<file path="src/rtl/uart_tx_arbiter.sv">
// uart_tx_arbiter: round-robin arbiter that shares one UART transmitter
// among NUM_REQ byte sources. It hands one byte to the transmitter, then
// waits for end-of-frame and an optional idle gap before arbitrating again.
// Optional build macro: UART_ARB_TIMEOUT_EN adds a WAIT_DONE watchdog that
// sets a sticky timeout_err flag and returns to IDLE.
module uart_tx_arbiter #(
    parameter int NUM_REQ        = 4,
    parameter int DATA_W         = 8,
    parameter int GAP_CYCLES     = 0,
    parameter int TIMEOUT_CYCLES = 65535
) (
    input  logic                        clk,
    input  logic                        rst,
    input  logic [NUM_REQ-1:0]          req,
    input  logic [NUM_REQ*DATA_W-1:0]   req_data,
    output logic [NUM_REQ-1:0]          gnt,
    output logic                        tx_load,
    output logic [DATA_W-1:0]           tx_data,
    input  logic                        tx_busy,
    input  logic                        tx_done,
    output logic                        arb_busy,
    output logic [$clog2(NUM_REQ)-1:0]  cur_id,
    output logic                        timeout_err
);

    localparam int ID_W  = $clog2(NUM_REQ);
    localparam int GAP_W = (GAP_CYCLES > 1) ? $clog2(GAP_CYCLES) : 1;

    typedef enum logic [1:0] {
        IDLE      = 2'd0,
        WAIT_DONE = 2'd1,
        GAP       = 2'd2
    } state_e;

    state_e              state_q, state_d;
    logic [NUM_REQ-1:0]  gnt_q, gnt_d;
    logic                tx_load_q, tx_load_d;
    logic [DATA_W-1:0]   tx_data_q, tx_data_d;
    logic [ID_W-1:0]     cur_id_q, cur_id_d;
    logic [ID_W-1:0]     rr_ptr_q, rr_ptr_d;
    logic [GAP_W-1:0]    gap_cnt_q, gap_cnt_d;

    logic                win_found;
    logic [ID_W-1:0]     win_id;

`ifdef UART_ARB_TIMEOUT_EN
    localparam int TO_W = $clog2(TIMEOUT_CYCLES + 1);
    logic [TO_W-1:0]     to_cnt_q, to_cnt_d;
    logic                err_q, err_d;
`endif

    // Pick the first requester at or above rr_ptr, wrapping to 0.
    always_comb begin
        // NOTE: every variable written here gets a default first so no latch is inferred.
        win_found = 1'b0;
        win_id    = '0;
        for (int k = 0; k < NUM_REQ; k++) begin
            if (!win_found && req[(int'(rr_ptr_q) + k) % NUM_REQ]) begin
                win_found = 1'b1;
                win_id    = ID_W'((int'(rr_ptr_q) + k) % NUM_REQ);
            end
        end
    end

    // Next-state and registered-output logic for the IDLE/WAIT_DONE/GAP FSM.
    always_comb begin
        state_d   = state_q;
        gnt_d     = '0;
        tx_load_d = 1'b0;
        tx_data_d = tx_data_q;
        cur_id_d  = cur_id_q;
        rr_ptr_d  = rr_ptr_q;
        gap_cnt_d = gap_cnt_q;
`ifdef UART_ARB_TIMEOUT_EN
        to_cnt_d  = to_cnt_q;
        err_d     = err_q;
`endif
        case (state_q)
            IDLE: begin
                if (win_found && !tx_busy) begin
                    gnt_d[win_id] = 1'b1;
                    tx_load_d     = 1'b1;
                    tx_data_d     = req_data[win_id*DATA_W +: DATA_W];
                    cur_id_d      = win_id;
                    rr_ptr_d      = (win_id == ID_W'(NUM_REQ - 1)) ? '0 : win_id + 1'b1;
                    state_d       = WAIT_DONE;
`ifdef UART_ARB_TIMEOUT_EN
                    to_cnt_d      = '0;
`endif
                end
            end
            WAIT_DONE: begin
                if (tx_done) begin
                    if (GAP_CYCLES > 0) begin
                        state_d   = GAP;
                        gap_cnt_d = '0;
                    end else begin
                        state_d   = IDLE;
                    end
                end
`ifdef UART_ARB_TIMEOUT_EN
                else if (to_cnt_q == TO_W'(TIMEOUT_CYCLES - 1)) begin
                    state_d = IDLE;
                    err_d   = 1'b1;
                end else begin
                    to_cnt_d = to_cnt_q + 1'b1;
                end
`endif
            end
            GAP: begin
                if (gap_cnt_q == GAP_W'(GAP_CYCLES - 1)) begin
                    state_d = IDLE;
                end else begin
                    gap_cnt_d = gap_cnt_q + 1'b1;
                end
            end
            default: state_d = IDLE;
        endcase
    end

    // State and output registers with synchronous active-high reset.
    always_ff @(posedge clk) begin
        if (rst) begin
            state_q   <= IDLE;
            gnt_q     <= '0;
            tx_load_q <= 1'b0;
            tx_data_q <= '0;
            cur_id_q  <= '0;
            rr_ptr_q  <= '0;
            gap_cnt_q <= '0;
`ifdef UART_ARB_TIMEOUT_EN
            to_cnt_q  <= '0;
            err_q     <= 1'b0;
`endif
        end else begin
            state_q   <= state_d;
            gnt_q     <= gnt_d;
            tx_load_q <= tx_load_d;
            tx_data_q <= tx_data_d;
            cur_id_q  <= cur_id_d;
            rr_ptr_q  <= rr_ptr_d;
            gap_cnt_q <= gap_cnt_d;
`ifdef UART_ARB_TIMEOUT_EN
            to_cnt_q  <= to_cnt_d;
            err_q     <= err_d;
`endif
        end
    end

    assign gnt      = gnt_q;
    assign tx_load  = tx_load_q;
    assign tx_data  = tx_data_q;
    assign cur_id   = cur_id_q;
    assign arb_busy = (state_q != IDLE);
`ifdef UART_ARB_TIMEOUT_EN
    assign timeout_err = err_q;
`else
    assign timeout_err = 1'b0;
`endif

endmodule
</file>
<file path="config.mk">
export PLATFORM = sky130hd
export DESIGN_NAME = uart_tx_arbiter
export DESIGN_NICKNAME = d
export VERILOG_FILES = /design/src/rtl/uart_tx_arbiter.sv
export SDC_FILE = /design/constraint.sdc
export NUM_CORES = 1
export LEC_CHECK = 0
export ABC_AREA = 0
export CAP_MARGIN = 20
export CORE_MARGIN = 2
export CORE_UTILIZATION = 41
export DETAILED_ROUTE_END_ITERATION = 12
export GPL_ROUTABILITY_DRIVEN = 0
export PLACE_DENSITY = 0.87
export SETUP_SLACK_MARGIN = 0.2
export SLEW_MARGIN = 20
export SYNTH_ARGS = -nofsm -noshare
export SYNTH_HDL_FRONTEND = slang
export SYNTH_SLANG_ARGS = --single-unit
</file>
<file path="constraint.sdc">
create_clock -name clk -period 2.9 [get_ports clk]
set_clock_uncertainty 0.2 [all_clocks]
set_input_delay 0.435 -clock clk [delete_from_list [all_inputs] [get_ports clk]]
set_output_delay 0.435 -clock clk [all_outputs]
set_load 0.02 [all_outputs]
</file>
==> run_results.csv, run 1 <==
group,metric,value,unit
status,status,"complete, no violations",
critical_path,crit_slowest_cell,"clkdlybuf4s50_1",
sta,finalCritPeriodShare,80.06,%
cts,ctsResizeCount,0,
cts,tritoncts,"yes",
critical_path,critPathLaunchType,"primary input",
cts,clock_sinks,18,
synth,synthTopCellsByArea,"dfxtp_1 (35%), mux2i_1 (15%), nand3b_1 (5.8%), o221ai_1 (5.1%), ha_1 (4.8%)",
routing,firstDrtPassIters,4,
cts,numCtsBuffers,3,
cts,clk_pin_slew,0.09,ns
critical_path,crit_arrival,2.30,ns
floorplan,core-area,2432,um2
global_route,grt_max_degree,18,
synth,yosys_warnings,0,
global_route,antenna_found_initial,0,
cts,hold_buffers,0,
power_and_ir_drop,ir_drop,0.0003087,V
synth,ys.flop_type,"dfxtp_1",
cts,cts_setup_buffers,0,
floorplan,die_area,2945,um2
final_layout,finalNonFillerCells,191,
final_layout,design_area,1618,um2
floorplan,io_pins,57,
floorplan,die_h,54.27,um
sta,slew_headroom,62.68,%
final_layout,drive_gt1_share,9.317,%
final_layout,areaGrowthSynthToFinish,56.16,%
placement,dp_cells,188,
routing,wl_per_cell,13.51,um
synth,synth_edf_count,0,
synth,synthCells,107,
synth,synth_top_cell_area_share,34.78,%
sta,fin_tns_setup,0,ns
sta,finalHoldViolCount,0,
power_and_ir_drop,p_per_area,404.3,nW/um2
sta,setup_viol,0,
synth,syn_area_per_cell,9.682,um2
floorplan,rows,18,
routing,vias,1008,
critical_path,cp-end-kind,"register",
critical_path,crit_path_max_incr_delay,0.55,ns
critical_path,crit_buf_inv,1,
sta,rsz0062_at_grt,"false",
sta,drv_slew,0,
cts,htree_num_levels,1,
run,cap_violations,0,
routing,postRouteAntennaNets,0,
synth,synthDistinctLibCells,29,
synth,async_flop_share,0,%
placement,dp.final_hpwl,2.053,mm
synth,synth_seq_cells,18,
cts,insertion_delay,0.28,ns
routing,dr.first_iter.drc_count,28,
critical_path,crit_chain,"clkdlybuf4s50_1, nor2b_1, a311oi_2, nor2_4, ha_1, mux2i_1, nor2_1",
placement,place_ws,0.2699,ns
floorplan,die_width,54.27,um
critical_path,cp.depth,7,
critical_path,cpLargestDelayFamily,"simple AND/OR/NAND/NOR gates",
floorplan,start_util,42.59,%
placement,post_dp_cell_area,1595,um2
hold_path,hold_path_depth,2,
synth,syn_nets,151,
sta,tightest_slew,0.5584,ns
power_and_ir_drop,p_leak,0.6339,nW
sta,fin_crit,2.322,ns
final_layout,insertedDiodeCount,0,
cts,clockRootBuffer,"clkbuf_4",
critical_path,cp_max_fo,17,
critical_path,crit_type,"primary input to register",
critical_path,cp.required,2.88,ns
routing,viasPerCell,5.277,
global_route,track_usage,19.42,%
synth,seq_area_frac_synth,34.78,%
hold_path,worst_hold_path_type,"register to register",
global_route,grt_pass1_vias,965,
cts,clock_path_buffers,2,
routing,drc,0,
critical_path,rr_worst_depth,6,
final_layout,fillers,202,
synth,yosysTopAreaCell,"dfxtp_1",
routing,routed_wl,2.580,mm
final_layout,nNetsFinal,207,
sta,fmax,0.4307,GHz
global_route,grt.overflow.total,0,
sta,timing.final.ws_setup,0.5784,ns
placement,placement.io_buffers,55,
global_route,grt_pass1_wl,4.133,mm
synth,synth_area,1036,um2
## per-layer routing
metal / GRT usage (%) / share of wire [%]
met1: 21.55 / 41
met4: 6.250 / 1.1
met5: 0 / 0
met2: 35.54 / 48
met3: 5.191 / 9.5
## report_power, final
part	internal, W	leakage, nW	switching, W
clock	0.0000482	0.0138	0.0000695
sequential	0.000270	0.148	0.0000163
combinational	0.000134	0.472	0.000116
total	0.000452	0.634	0.000202
## layout make-up
class | count | area, um2 | share of cell area (%)
clock buffers | 3 | 22.52 | 1.392
inverters | 4 | 15.01 | 0.9281
multi-input cells | 80 | 624.3 | 38.59
flip-flops and latches | 18 | 360.3 | 22.27
well taps | 30 | 37.54 | 2.320
repair buffers | 56 | 558.0 | 34.49
## state kept, by name (all words and copies together), names as in the netlist
name,flops
gnt,4
cur_id,2
tx_load,1
rr_ptr_q,2
state_q,1
tx_data,8
## layout by cell type (no fill, tap or decap), drive strengths merged
cell type | Yosys | routed
a311oi | 1 | 1
nand2 | 5 | 5
nor3 | 5 | 5
conb | 1 | 1
a21bo | 2 | 2
nor2 | 6 | 6
nand2b | 4 | 4
o311ai | 2 | 2
and3 | 4 | 4
dfxtp | 18 | 18
nand3b | 8 | 8
o22ai | 1 | 1
clkbuf | 1 | 3
o21ai | 2 | 2
ha | 4 | 4
clkdlybuf4s50 | 0 | 55
or4 | 1 | 1
o22a | 1 | 1
nand3 | 2 | 2
nor2b | 1 | 1
buf | 4 | 1
a21o | 1 | 1
o221ai | 6 | 6
inv | 4 | 4
a21oi | 7 | 7
mux2i | 16 | 16
## worst reg2reg max path, cell delays in order (launching register included)
cell and delay (ns):
dfxtp_1 0.45, mux2i_1 0.30, o22ai_2 0.13, nor2_1 0.29
inv_1 0.20, nand2_1 0.23, o221ai_1 0.14
## stage by stage
stage	utilization (%)	total power, W	hold slack (ns)
finish	66.51	0.0006541	0.2930
CTS	66.51	0.0006586	0.3016
floorplan	-	0.0004314	0.3367
global placement	65.59	0.0005338	0.2788
detailed placement	65.59	0.0005416	0.2850
global route	66.51	0.0006981	0.3195
## logic make-up (layout without fill, tap and decap cells)
group | after synthesis | in the layout | synth area share (%)
compound gates | 23 | 23 | 18.84
simple gates | 36 | 36 | 20.77
fa+ha+maj | 4 | 4 | 4.831
buf+inv | 9 | 63 | 4.951
mux | 16 | 16 | 15.46
other cells | 1 | 1 | 0.3620
flops | 18 | 18 | 34.78
## path summary, 6_finish.rpt
check,start,to,slack (ns)
max,req[2],rr_ptr_q[1],0.58
min,cur_id[0],cur_id[0],0.29
max reg2reg,rr_ptr_q[1],tx_data[2],0.83
min reg2reg,cur_id[0],cur_id[0],0.29
## Yosys cell counts, types with 2 or more instances
master,instances
nand2_1,2
a21oi_1,7
buf_2,2
o311ai_2,2
mux2i_1,16
nor2_1,5
a21bo_2,2
nand2b_1,4
o221ai_1,6
and3_1,4
inv_1,4
nand3b_1,8
o21ai_0,2
nor3_1,5
ha_1,4
dfxtp_1,18
nand2_2,3
nand3_1,2
Power figures use the tool's default switching activity.
==> inputs of run 2 (changes only) <==
CORE_UTILIZATION = 38   (was 41)
PLACE_DENSITY = 0.82   (was 0.87)
clock period = 2.2 ns   (was 2.9 ns; I/O delays follow)
==> run_results.csv, run 2 (synthesis results as in run 1) <==
group,metric,value,unit
sta,drv_slew,0,
floorplan,io_pins,57,
floorplan,rows,18,
critical_path,critPathLaunchType,"primary input",
power_and_ir_drop,pwr-share-comb,40.4,%
power_and_ir_drop,clockPowerShare,21.3,%
final_layout,areaGrowthSynthToFinish,74.64,%
sta,fin_crit,1.951,ns
placement,dp.final_hpwl,2.429,mm
status,status,"complete, no violations",
sta,fin_tns_setup,0,ns
global_route,grt_pass1_wl,5.085,mm
floorplan,die_width,56.22,um
power_and_ir_drop,switching_share,31.03,%
cts,insertion_delay,0.30,ns
final_layout,final_cell_mix,"clkdlybuf4s50_1 (54), dfxtp_1 (18), mux2i_1 (15)",
critical_path,cp-end-kind,"register",
placement,placement.io_buffers,55,
global_route,grt.overflow.total,0,
power_and_ir_drop,p_per_area,545.5,nW/um2
power_and_ir_drop,internal_power,0.0006807,W
routing,dr.first_iter.drc_count,26,
final_layout,final_common_cell,"clkdlybuf4s50_1",
global_route,antenna_found_initial,0,
routing,postRouteAntennaNets,0,
sta,rsz0062_at_grt,"false",
run,cap_violations,0,
cts,clock_path_buffers,2,
cts,clockRootBuffer,"clkbuf_4",
placement,place_ws,-0.1425,ns
cts,cts_setup_buffers,0,
routing,routed_wl,2.962,mm
cts,numCtsBuffers,3,
power_and_ir_drop,ir_drop,0.0003534,V
power_and_ir_drop,p_sw,0.0003062,W
hold_path,min-delay-start,"tx_data[5]",
cts,clk_pin_slew,0.11,ns
critical_path,crit_type,"primary input to register",
floorplan,core-area,2522,um2
cts,clock_sinks,18,
routing,vias,1088,
final_layout,insertedDiodeCount,0,
floorplan,die_area,3160,um2
routing,viasPerCell,5.256,
final_layout,largest_reg_flops,8,
global_route,grt_max_degree,15,
critical_path,cp_max_fo,14,
global_route,track_usage,19.96,%
cts,hold_buffers,0,
final_layout,drive_gt1_share,22.03,%
routing,wl_per_cell,14.31,um
critical_path,startpoint,"req[1]",
power_and_ir_drop,seq_power_share,38.3,%
final_layout,nNetsFinal,222,
critical_path,timing.rr.start,"rr_ptr_q[1]",
routing,drc,0,
sta,timing.final.ws_setup,0.2491,ns
hold_path,worst_hold_path_type,"register to register",
critical_path,cp.required,2.18,ns
sta,fmax,0.5126,GHz
critical_path,crit_arrival,1.93,ns
floorplan,die_h,56.22,um
floorplan,start_util,41.07,%
power_and_ir_drop,p_leak,0.7403,nW
sta,finalCritPeriodShare,88.68,%
sta,setup_viol,0,
cts,tritoncts,"yes",
cts,htree_num_levels,1,
sta,finalHoldViolCount,0,
routing,firstDrtPassIters,4,
global_route,grt_pass1_vias,1153,
[run 2: metal layers]
layer,up-vias,wire length (um),global-route usage [%]
li1,539,-,-
met3,6,284,7.209
met5,-,0,0
met2,54,1458,34.45
met1,489,1172,22.71
met4,0,46,6.463
[run 2: timing repair]
item | 4_1_cts | 5_1_grt
endpoints found under the setup margin | 1 | 10
pin swaps | 1 | 1
gates resized for setup | 5 | 6
[run 2: path summary, 6_finish.rpt]
| kind | endpoint | slack (ns) | cells after the start |
|---|---|---|---|
| worst max-delay path | tx_data[6] | 0.25 | 7 |
| worst min register to register | tx_data[5] | 0.32 | 2 |
| worst max register to register | tx_data[4] | 0.36 | 6 |
| worst min-delay path | tx_data[5] | 0.32 | 2 |
[run 2: critical path, stage by stage]
cell	delay, ns
clkdlybuf4s50_1	0.52
inv_1	0.10
a311oi_4	0.37
nor2_4	0.09
buf_12	0.16
mux2i_2	0.19
o221ai_1	0.16
[run 2: area by class of cell]
| class | count | area, um2 |
|---|---|---|
| clock buffers | 4 | 36.28 |
| fillers | 207 | 713.2 |
| inverters | 4 | 15.01 |
| multi-input cells | 80 | 661.9 |
| flip-flops and latches | 18 | 360.3 |
| well taps | 30 | 37.54 |
| repair buffers | 71 | 698.2 |
[run 2: power groups by stage]
stage	sequential [W]	clock (W)	combinational, W
2_1_floorplan	0.000412	0	0.000157
3_3_place_gp	0.000384	0	0.000374
3_5_place_dp	0.000384	0	0.000387
4_1_cts	0.000377	0.000211	0.000395
5_1_grt	0.000380	0.000231	0.000428
6_report	0.000378	0.000210	0.000399
[run 2: stage by stage]
stage                     hold slack (ns)  total power, W  util, %  area, um2  cells
final                              0.3231       0.0009870    71.73       1809    207
after global routing               0.3506        0.001040    71.73       1809    207
after global placement             0.2760       0.0007579    68.70       1733    203
after floorplan                    0.3118       0.0005687        -       1036    107
after CTS                          0.3251       0.0009836    71.03       1792    207
after detailed placement           0.2911       0.0007707    68.70       1733    203
==> inputs of run 3 (changes only) <==
CORE_MARGIN = 3   (was 2)
GPL_ROUTABILITY_DRIVEN = unset   (was 0)
==> run_results.csv, run 3 (synthesis results as in run 1) <==
group,metric,value,unit
status,status,"complete, no violations",
cts,numCtsBuffers,3,
power_and_ir_drop,ir_drop,0.0003802,V
global_route,antenna_found_initial,0,
routing,firstDrtPassIters,4,
placement,place_ws,-0.1618,ns
final_layout,nNetsFinal,223,
floorplan,core-area,2545,um2
final_layout,final_cell_mix,"clkdlybuf4s50_1 (53), dfxtp_1 (18), mux2i_1 (16), buf_4 (16), nand3b_1 (8)",
final_layout,final_common_cell,"clkdlybuf4s50_1",
global_route,track_usage,19.28,%
routing,wl_met3,287,um
sta,finalHoldViolCount,0,
power_and_ir_drop,p_per_area,526.2,nW/um2
sta,drv_slew,0,
routing,dr.first_iter.drc_count,42,
cts,clock_path_buffers,2,
sta,fmax,0.5252,GHz
floorplan,io_pins,57,
critical_path,critPathLaunchType,"primary input",
final_layout,largest_reg_flops,8,
floorplan,die_h,58.22,um
routing,vias,1102,
cts,insertion_delay,0.30,ns
cts,clock_sinks,18,
routing,wl_per_cell,15.36,um
cts,htree_num_levels,1,
routing,route.met2.wl,1.577,mm
critical_path,cp_max_fo,6,
sta,setup_viol,0,
cts,clk_pin_slew,0.10,ns
final_layout,insertedDiodeCount,0,
global_route,grt_pass1_wl,5.078,mm
placement,place.gp.congestion,0.8185,
floorplan,start_util,40.71,%
routing,postRouteAntennaNets,0,
routing,drc,0,
power_and_ir_drop,p_leak,0.7375,nW
cts,tritoncts,"yes",
critical_path,crit_arrival,1.87,ns
cts,cts_setup_buffers,0,
final_layout,design_area,1778,um2
run,cap_violations,0,
sta,timing.final.ws_setup,0.2961,ns
global_route,grt_pass1_vias,1138,
routing,top_layer,"met4",
routing,viasPerCell,5.324,
cts,clockRootBuffer,"clkbuf_4",
floorplan,die_width,58.22,um
critical_path,cp-end-kind,"register",
placement,dp.final_hpwl,2.525,mm
critical_path,cp.required,2.17,ns
critical_path,crit_type,"primary input to register",
placement,post_dp_cell_area,1728,um2
floorplan,die_area,3389,um2
global_route,grt_max_degree,14,
placement,placement.io_buffers,55,
hold_path,worst_hold_path_type,"register to register",
global_route,grt.overflow.total,0,
final_layout,drive_gt1_share,20.34,%
routing,m1WireLength,1.270,mm
final_layout,areaGrowthSynthToFinish,71.62,%
sta,fin_crit,1.904,ns
routing,routed_wl,3.179,mm
floorplan,rows,18,
sta,rsz0062_at_grt,"false",
sta,finalCritPeriodShare,86.54,%
run 3: changes by cell type in the layout (fill, tap and decap cells not counted):
cell             before  now
a21oi_1               6    7
nor2b_4               1    0
buf_12                2    1
buf_4                14   16
mux2i_2               1    0
a21oi_2               1    0
nand2_1               0    1
nand2_2               5    4
mux2i_1              15   16
clkdlybuf4s50_1      54   53
clkbuf_8              1    0
nor2b_2               0    1
dlymetal6s2s_1        1    2
run 3: layout make-up:
class / count / area [um2]
fillers: 210 / 767.0
repair buffers: 72 / 695.7
multi-input cells: 80 / 646.9
flip-flops and latches: 18 / 360.3
well taps: 30 / 37.54
clock buffers: 3 / 22.52
inverters: 4 / 15.01
run 3: stage by stage:
stage	setup TNS (ns)	power (W)	utilization (%)	std cells	hold WS, ns
global route	0	0.0009806	69.86	207	0.3500
global placement	-1.023	0.0007575	67.90	204	0.2715
CTS	0	0.0009314	69.47	207	0.3079
floorplan	0	0.0005687	-	107	0.3118
detailed placement	-1.391	0.0007686	67.90	204	0.2862
finish	0	0.0009356	69.86	207	0.2984
run 3: path summary, 6_finish.rpt:
| path | start | to | slack (ns) | cells past startpoint |
|---|---|---|---|---|
| worst max-delay path | req[1] | tx_data[7] | 0.30 | 6 |
| worst min-delay path | cur_id[0] | cur_id[0] | 0.30 | 2 |
| worst max register to register | rr_ptr_q[1] | tx_data[7] | 0.35 | 6 |
| worst min register to register | cur_id[0] | cur_id[0] | 0.30 | 2 |
run 3: repair_timing:
item	in CTS	in global routing
hold buffers	0	0
gates resized for setup	3	5
pin swaps	0	1
setup endpoints to repair	6	11
run 3: power breakdown:
group / switching (W) / internal [W]
Clock: 0.000101 / 0.0000639
Sequential: 0.0000214 / 0.000356
Combinational: 0.000173 / 0.000220
run 3: layer usage:
layer  vias up  track usage [%]
met5         -                0
met4         0            6.954
met3         8            4.232
met2        60            34.19
met1       502            22.60
li1        532                -
run 3: critical path, stage by stage:
cell	delay [ns]
clkdlybuf4s50_1	0.44
or4_4	0.58
nand2_2	0.11
inv_1	0.07
nand2_1	0.18
o221ai_1	0.16
